<file path="config.mk">
export PLATFORM = sky130hd
export DESIGN_NAME = game_state_controller
export DESIGN_NICKNAME = d
export VERILOG_FILES = /design/src/rtl/game_pkg.sv /design/src/rtl/frame_timer.sv /design/src/rtl/game_state_controller.sv
export SDC_FILE = /design/constraint.sdc
export NUM_CORES = 1
export LEC_CHECK = 0
export ABC_AREA = 1
export BUFFER_PORTS_ARGS = -buffer_cell sky130_fd_sc_hd__buf_2
export CAP_MARGIN = 25
export CORE_ASPECT_RATIO = 1.4
export CORE_UTILIZATION = 40
export CTS_BUF_LIST = sky130_fd_sc_hd__clkbuf_8 sky130_fd_sc_hd__clkbuf_16
export CTS_CLUSTER_SIZE = 14
export DETAILED_ROUTE_END_ITERATION = 10
export MAX_ROUTING_LAYER = met4
export SLEW_MARGIN = 20
export SYNTH_ARGS = -nofsm -noshare
export SYNTH_HDL_FRONTEND = slang
export SYNTH_SLANG_ARGS = --single-unit
</file>
<file path="constraint.sdc">
create_clock -name clk -period 1.7 [get_ports clk]
set_input_delay 0.34 -clock clk [delete_from_list [all_inputs] [get_ports clk]]
set_output_delay 0.34 -clock clk [all_outputs]
set_load 0.02 [all_outputs]
</file>
<file path="src/rtl/game_pkg.sv">
// Shared types for the game screen sequencer: screen codes, post-blank targets,
// and the frame counter width.
package game_pkg;

  localparam int FRAME_CNT_W = 8;

  typedef enum logic [2:0] {
    ST_BLANK = 3'd0,
    ST_START = 3'd1,
    ST_PLAY  = 3'd2,
    ST_WIN   = 3'd3,
    ST_OVER  = 3'd4
  } game_state_e;

  typedef enum logic [1:0] {
    TGT_START    = 2'd0,
    TGT_PLAY_NEW = 2'd1,
    TGT_WIN      = 2'd2,
    TGT_OVER     = 2'd3
  } target_e;

endpackage

</file>
<file path="src/rtl/frame_timer.sv">
// Frame-paced counter shared by all screens; the owner supplies the terminal
// count for the current screen and clears it on every screen change.
module frame_timer
  import game_pkg::*;
(
  input  logic                   clk,
  input  logic                   resetN,
  input  logic                   frame_start,
  input  logic                   clear,
  input  logic [FRAME_CNT_W-1:0] terminal,
  output logic                   tc
);

  logic [FRAME_CNT_W-1:0] count;

  assign tc = frame_start && (count == terminal);

  // Wraps on terminal count so the credit screen can toggle periodically.
  always_ff @(posedge clk or negedge resetN) begin
    if (!resetN) begin
      count <= '0;
    end else if (clear) begin
      count <= '0;
    end else if (frame_start) begin
      count <= (count == terminal) ? '0 : count + 1'b1;
    end
  end

endmodule

</file>
<file path="src/rtl/game_state_controller.sv">
// Screen/game sequencer: blank, start/credit, play, win and game-over screens,
// with lives/level bookkeeping and one-cycle strobes for the object blocks.
module game_state_controller
  import game_pkg::*;
#(
  parameter int LIVES_INIT    = 3,
  parameter int NUM_LEVELS    = 3,
  parameter int BLANK_FRAMES  = 30,
  parameter int CREDIT_FRAMES = 240,
  parameter int END_FRAMES    = 180
) (
  input  logic       clk,
  input  logic       resetN,
  input  logic       frame_start,
  input  logic       start_key,
  input  logic       player_hit,
  input  logic       level_cleared,
  output logic [2:0] game_state,
  output logic       credit_sel,
  output logic [2:0] lives,
  output logic [2:0] level,
  output logic       new_game,
  output logic       new_level,
  output logic       respawn
);

  localparam logic [FRAME_CNT_W-1:0] BLANK_TC  = FRAME_CNT_W'(BLANK_FRAMES - 1);
  localparam logic [FRAME_CNT_W-1:0] CREDIT_TC = FRAME_CNT_W'(CREDIT_FRAMES - 1);
  localparam logic [FRAME_CNT_W-1:0] END_TC    = FRAME_CNT_W'(END_FRAMES - 1);
  localparam logic [2:0]             LIVES_LD  = 3'(LIVES_INIT);
  localparam logic [2:0]             LAST_LVL  = 3'(NUM_LEVELS - 1);

  game_state_e            state, state_nx;
  target_e                target, target_nx;
  logic                   credit_nx;
  logic [2:0]             lives_nx, level_nx;
  logic                   new_game_nx, new_level_nx, respawn_nx;
  logic                   key_prev, key_edge;
  logic                   timer_clear, tc;
  logic [FRAME_CNT_W-1:0] terminal;

  assign key_edge   = start_key && !key_prev;
  assign game_state = state;

  frame_timer u_frame_timer (
    .clk        (clk),
    .resetN     (resetN),
    .frame_start(frame_start),
    .clear      (timer_clear),
    .terminal   (terminal),
    .tc         (tc)
  );

  always_ff @(posedge clk or negedge resetN) begin
    if (!resetN) begin
      state      <= ST_BLANK;
      target     <= TGT_START;
      credit_sel <= 1'b0;
      lives      <= LIVES_LD;
      level      <= '0;
      new_game   <= 1'b0;
      new_level  <= 1'b0;
      respawn    <= 1'b0;
      key_prev   <= 1'b1;
    end else begin
      state      <= state_nx;
      target     <= target_nx;
      credit_sel <= credit_nx;
      lives      <= lives_nx;
      level      <= level_nx;
      new_game   <= new_game_nx;
      new_level  <= new_level_nx;
      respawn    <= respawn_nx;
      key_prev   <= start_key;
    end
  end

  // Level completion outranks a death in the same cycle.
  always_comb begin
    state_nx     = state;
    target_nx    = target;
    credit_nx    = credit_sel;
    lives_nx     = lives;
    level_nx     = level;
    new_game_nx  = 1'b0;
    new_level_nx = 1'b0;
    respawn_nx   = 1'b0;
    terminal     = '0;

    case (state)
      ST_BLANK: begin
        terminal = BLANK_TC;
        if (tc) begin
          case (target)
            TGT_START:    state_nx = ST_START;
            TGT_PLAY_NEW: begin
              state_nx    = ST_PLAY;
              new_game_nx = 1'b1;
              lives_nx    = LIVES_LD;
              level_nx    = '0;
            end
            TGT_WIN:      state_nx = ST_WIN;
            default:      state_nx = ST_OVER;
          endcase
        end
      end
      ST_START: begin
        terminal = CREDIT_TC;
        if (key_edge) begin
          state_nx  = ST_BLANK;
          target_nx = TGT_PLAY_NEW;
          credit_nx = 1'b0;
        end else if (tc) begin
          credit_nx = !credit_sel;
        end
      end
      ST_PLAY: begin
        if (level_cleared) begin
          if (level == LAST_LVL) begin
            state_nx  = ST_BLANK;
            target_nx = TGT_WIN;
          end else begin
            level_nx     = level + 3'd1;
            new_level_nx = 1'b1;
          end
        end else if (player_hit) begin
          if (lives > 3'd1) begin
            lives_nx   = lives - 3'd1;
            respawn_nx = 1'b1;
          end else if (lives == 3'd1) begin
            lives_nx  = '0;
            state_nx  = ST_BLANK;
            target_nx = TGT_OVER;
          end
        end
      end
      ST_WIN, ST_OVER: begin
        terminal = END_TC;
        if (key_edge || tc) begin
          state_nx  = ST_BLANK;
          target_nx = TGT_START;
        end
      end
      default: begin
        state_nx  = ST_BLANK;
        target_nx = TGT_START;
      end
    endcase
  end

  // Any screen change restarts frame pacing, even when a frame pulse lands in the same cycle.
  assign timer_clear = (state_nx != state) || (state == ST_PLAY);

endmodule

</file>
### Word-level counts from Yosys, hierarchy flattened

Index checks and enable logic that the tools add are counted.

| word-level totals | value |
|---|---|
| bits in registers | 24 |
| word-level logic and storage cells | 100 |
| input port bits | 6 |
| output and inout port bits | 13 |

| cells by class | value |
|---|---|
| equality and inequality tests | 23 |
| bitwise operators | 1 |
| reduce and logical (&&, ||, !) cells | 16 |
| mux-type cells | 46 |
| order comparisons | 1 |
| add/subtract/negate cells | 3 |

Operators with widths:

| kind | count |
|---|---|
| $mux W3 | 18 |
| $mux W8 | 3 |
| $pmux W8 S3 | 1 |
| $ne A3 B3 Y1 const B | 5 |
| $mux W2 | 7 |
| $ne A2 B2 Y1 const B | 7 |
| $mux W1 | 12 |
| $pmux W3 S2 | 2 |
| $pmux W3 S4 | 1 |
| $eq A3 B2 Y1 const B | 3 |
| $pmux W3 S3 | 1 |
| $add A8 B1 Y8 const B | 1 |
| $eq A8 B8 Y1 | 1 |
| $pmux W2 S4 | 1 |
| $reduce_and A7 Y1 | 1 |
| $eq A3 B1 Y1 const B | 2 |
| $reduce_and A6 Y1 | 1 |
| $reduce_bool A2 Y1 | 3 |
| $reduce_and A5 Y1 | 1 |
| $add A3 B1 Y3 const B | 1 |
| $eq A3 B3 Y1 const B | 1 |
| $gt A3 B1 Y1 const B | 1 |
| $logic_not A3 Y1 | 1 |
| $ne A3 B3 Y1 | 1 |
| 11 further kinds | 14 |

### Logic depth before layout (Yosys ltp)

| logic depth | value |
|---|---|
| depth in word-level cells | 11 |
| depth in mapped cells | 17 |
| depth with buffers taken out | 16 |

### Hierarchy

From an unflattened synthesis, not the netlist that was laid out.

| second synthesis, totals | value |
|---|---|
| cell total of the unflattened synthesis | 228 |
| area total of the unflattened synthesis | 1,662.8 µm² |

By module, submodules not included:

| module | instances | seq. area each (µm²) | area an instance (µm²) | cells each |
|---|---|---|---|---|
| game_state_controller | 1 | 404.1 | 1,037.2 | 136 |
| frame_timer | 1 | 200.2 | 625.6 | 92 |

### Least setup slack after synthesis

Ideal clock, no wire load.

| timing path | value |
|---|---|
| path type | reg-to-reg |
| start point | register state[0], in the netlist game_state[0] |
| end point | register u_frame_timer.count[1] |
| clock period less this slack | 1.994 ns |
| buffers on the path | 2 |
| setup slack | -0.294 ns |
| stages on the path, launching flop included | 15 |
| required time | 1.578 ns |
| data arrival time | 1.872 ns |
| setup time | 0.122 ns |
| path through | dfrtp_1 clkbuf_8 nor2_1 nand2_1 nand3_2 nor2_1 nor2_2 nand3_4 buf_6 nand4_1 nand3_1 nand2_1 nor2_2 nand2_2 nor2_1 |

| on the way | value |
|---|---|
| longest elaborated chain between the ends | 11 |
| elaborated cells on any way between the ends | 25 |
| classes of those cells | eq/ne: 6; mux: 13; reduce/logical: 6 |

Ends and longest elaborated chain:

| element | RTL line | source |
|---|---|---|
| start, declared | game_state_controller.sv:33 | `game_state_e state, state_nx;` |
| start signal, assigned | game_state_controller.sv:66 | `state <= state_nx;` |
| $eq A3 B2 Y1 or $eq A3 B3 Y1 (tied branches) | game_state_controller.sv:90 | `case (state)` |
| $reduce_or A2 Y1 | game_state_controller.sv:90 |  |
| $pmux W8 S3 | game_state_controller.sv:90 |  |
| $eq A8 B8 Y1 | frame_timer.sv:16, frame_timer.sv:25 |  |
| $logic_and A1 B1 Y1 | frame_timer.sv:16 | `assign tc = frame_start && (count == terminal);` |
| $logic_or A1 B1 Y1 | game_state_controller.sv:139 | `if (key_edge \|\| tc) begin` |
| $mux W3 | game_state_controller.sv:139 |  |
| $pmux W3 S4 | game_state_controller.sv:90 |  |
| $ne A3 B3 Y1 | game_state_controller.sv:152 | `assign timer_clear = (state_nx != state) \|\| (state == ST_PLAY);` |
| $logic_or A1 B1 Y1 | game_state_controller.sv:152 |  |
| $mux W8 or $reduce_bool A2 Y1 (tied branches) | n/a |  |
| end signal, assigned | frame_timer.sv:25 | `count <= (count == terminal) ? '0 : count + 1'b1;` |
| end, declared | frame_timer.sv:14 | `logic [FRAME_CNT_W-1:0] count;` |

Parallel ways exist; a longest one is shown, timed or not. The select of a mux whose other input is x is not followed.
A chain may end at the register's enable or synchronous reset.

### Worst setup path after layout

| timing path | value |
|---|---|
| start point | register state[2], in the netlist game_state[2] |
| end point | register state[0], in the netlist game_state[0] |

| on the way | value |
|---|---|
| longest elaborated chain between the ends | 8 |
| elaborated cells on any way between the ends | 13 |
| classes of those cells | eq/ne: 5; mux: 4; reduce/logical: 4 |

Ends and longest elaborated chain:

| element | RTL line |
|---|---|
| $eq A3 B2 Y1 or $eq A3 B3 Y1 (tied branches) | game_state_controller.sv:90 |
| $reduce_or A2 Y1 | game_state_controller.sv:90 |
| $pmux W8 S3 | game_state_controller.sv:90 |
| $eq A8 B8 Y1 | frame_timer.sv:16 |
| $logic_and A1 B1 Y1 | frame_timer.sv:16 |
| $logic_or A1 B1 Y1 | game_state_controller.sv:139 |
| $mux W3 | game_state_controller.sv:139 |
| $pmux W3 S4 (*) | game_state_controller.sv:90 |
| net state_nx[0] | game_state_controller.sv:33 |

Mark *: on every way through the listed nets, which the timed path passes. The rest lies on a longest branch.

==> flow_metrics.tcl <==
set metrics [dict create \
    clk_latency_ns 0.27 \
    drc 0 \
    cts_made_buffers 3 \
    yosys_register_bits 24 \
    start_kind "flip-flop" \
    cp_cell_sequence "inv_4 > nand3_4 > nand2_2 > nand2_1 > nand2_1 > nand2_2 > nor2_4 > nand3_4 > nand2_1 > o21ai_1 > inv_1 > nand2_2 > buf_4 > buf_4 > buf_4 > nand3b_1" \
    ys_warn_count 0 \
    die_x_um 55.7 \
    clk_path_buf_depth 2 \
    cpLargestDelayFamily "simple AND/OR/NAND/NOR gates" \
    synth.distinct_cells 33 \
    grt_pass1_wl_um 7130 \
    fp.dieArea_mm2 0.00430 \
    final_cell_mix "buf_4, nand2_1, inv_1" \
    initial_core_util_pct 41.6 \
    yosysSeqAreaShare_pct 37.4 \
    grt_max_degree 25 \
    hold_viol_final 0 \
    root_buffer "clkbuf_8" \
    placed_cell_area_mm2 0.00205 \
    setup_viol 18 \
    drt_iter0_drc 37 \
    cp_max_fo 7 \
    critical-path-max-stage-delay_ns 0.47 \
    multi_input_area_mm2 0.00105 \
    dr.pass1.iters 4 \
    hold_buffers 0 \
    core_area_mm2 0.00388 \
    area_growth_pct 46.0 \
    clock-sinks 24 \
    fin_cells 326 \
    syn-cell-area_mm2 0.00162 \
    critical_path_buf_inv_count 5 \
    layout.cells.most_common "buf_4" \
    hold_path.class "input pin to asynchronous set/reset pin" \
    die_h_um 77.2 \
    tightest_slew_ns 0.578 \
    slew_violations 0 \
    peakVddDrop_uv 884 \
    vias 1613 \
    end_kind "flip-flop" \
    wl_per_cell_um 12.9 \
    n_antenna_cell 0 \
    yosysTopAreaCell "dfrtp_1" \
    clock_tree.htree_level_count 1 \
    synth-async-reset-ratio_pct 100 \
    synth_ff_type "dfrtp_1" \
    cp.required_ns 1.91 \
    violations "setup timing" \
    grt_overflow 0 \
    holdWs_ns 0.0560 \
    cellPowerDensity_mw_per_mm2 1140 \
    drv_cap 0 \
    dp_cells 310 \
    synth_edf_count 0 \
    dp_slack_ns -0.318 \
    grt_setup_unrepaired "true" \
    finalWeightedCongestion 0.871 \
    ios 19 \
    fill_cells 349 \
    tns_ns -4.13 \
    clkTransAtPathRegs_ns 0.10 \
    crit_arrival_ns 2.23 \
    max_slew_margin_pct 61.5 \
    fin_nets 299 \
    period_share_pct 119 \
    vias_per_cell 4.95 \
    drive_gt1_share_pct 46.3 \
    regArea_um2 608 \
    design_power_total_mw 2.69 \
    finalCriticalPeriod_ns 2.02 \
    antenna_found_initial 0 \
    power.leakage_nw 1.24 \
    setup_ws_ns -0.316 \
    fmax_ghz 0.496 \
    cts_tree "built" \
    synth_nets 229 \
    yosysTopAreaCellShare_pct 32.5 \
    ff2ff_setup_slack_ns -0.32 \
    hpwl_um 3030 \
    syn_area_per_cell_um2 7.55 \
    syn_inst 214 \
    num_rows 27 \
    final_antenna_net_count 0 \
    track_usage_pct 21.6 \
    final_util_pct 60.7 \
    synthTopCellsByArea "dfrtp_1, nand2_1, inv_1" \
    grt_pass1_vias 1589 \
    outcome "finished, violations left" \
    port-buffer-count 18 \
    design_area_mm2 0.00236 \
    fin_skew_ns 0.00774 \
    critical_path_class "flip-flop to flip-flop" \
    drt-total-wl_um 4200 \
    slowest_stage "dfrtp_2" \
]
-- power breakdown --
group	switching [mW]	internal (mW)
Clock	0.201	0.207
Combinational	0.872	0.646
Sequential	0.0911	0.676
Total	1.16	1.53
-- per-layer routing --
layer	up-vias	share of wire (%)	track usage, %	routed length, um
met5	-	0	-	0
met4	0	0.69	6.00	29
met3	2	2.2	2.19	93
met2	17	55	39.4	2320
met1	773	42	24.7	1750
li1	821	-	-	-
-- cells in the mapped netlist (4+ instances only) --
| master | instances |
|---|---|
| nand2_2 | 5 |
| ha_1 | 9 |
| nand2_1 | 51 |
| nor2_2 | 4 |
| nor3_1 | 4 |
| o21ai_0 | 10 |
| or2_2 | 4 |
| nand3_1 | 17 |
| inv_1 | 32 |
| dfrtp_1 | 21 |
| nand4_1 | 4 |
| nor2_1 | 21 |
-- final timing paths --
| kind | cells past startpoint | to | from |
|---|---|---|---|
| min reg2reg | 1 | credit_sel | credit_sel |
| max in group asynchronous | 1 | game_state[2] | resetN |
| min | 1 | respawn | resetN |
| min in group clk | 1 | key_prev | start_key |
| max | 16 | game_state[0] | game_state[2] |
| max reg2reg | 16 | game_state[0] | game_state[2] |
-- layout make-up --
cell class | instances | area share [%]
sequential | 24 | 25.8
clock buffer | 4 | 2.33
timing repair buffer | 67 | 19.7
tap | 43 | 2.28
inverter | 33 | 5.46
multi-input combinational | 155 | 44.4
-- registers in the layout, indices dropped and copies added, names as in the netlist --
signal / count
respawn: 1
target: 2
new_game: 1
level: 3
game_state: 3
lives: 3
credit_sel: 1
u_frame_timer.count: 8
key_prev: 1
new_level: 1
-- cell families after synthesis --
kind of cell             after synthesis  share of synthesized area [%]
XOR/XNOR                               3                           1.63
adder cells (fa/ha/maj)                9                           6.97
buffers and inverters                 35                           9.21
AND/OR/NAND/NOR                      120                           35.9
flip-flops                            24                           37.4
AO/OA/AOI/OAI                         23                           8.90
-- repair_timing --
action,in CTS,in global routing
gates resized for setup,27,19
endpoints found under the hold margin,0,0
buffers inserted,8,4
pin swaps,9,14
setup endpoints to repair,18,21
No activity file was read; power rests on OpenSTA's default activity.
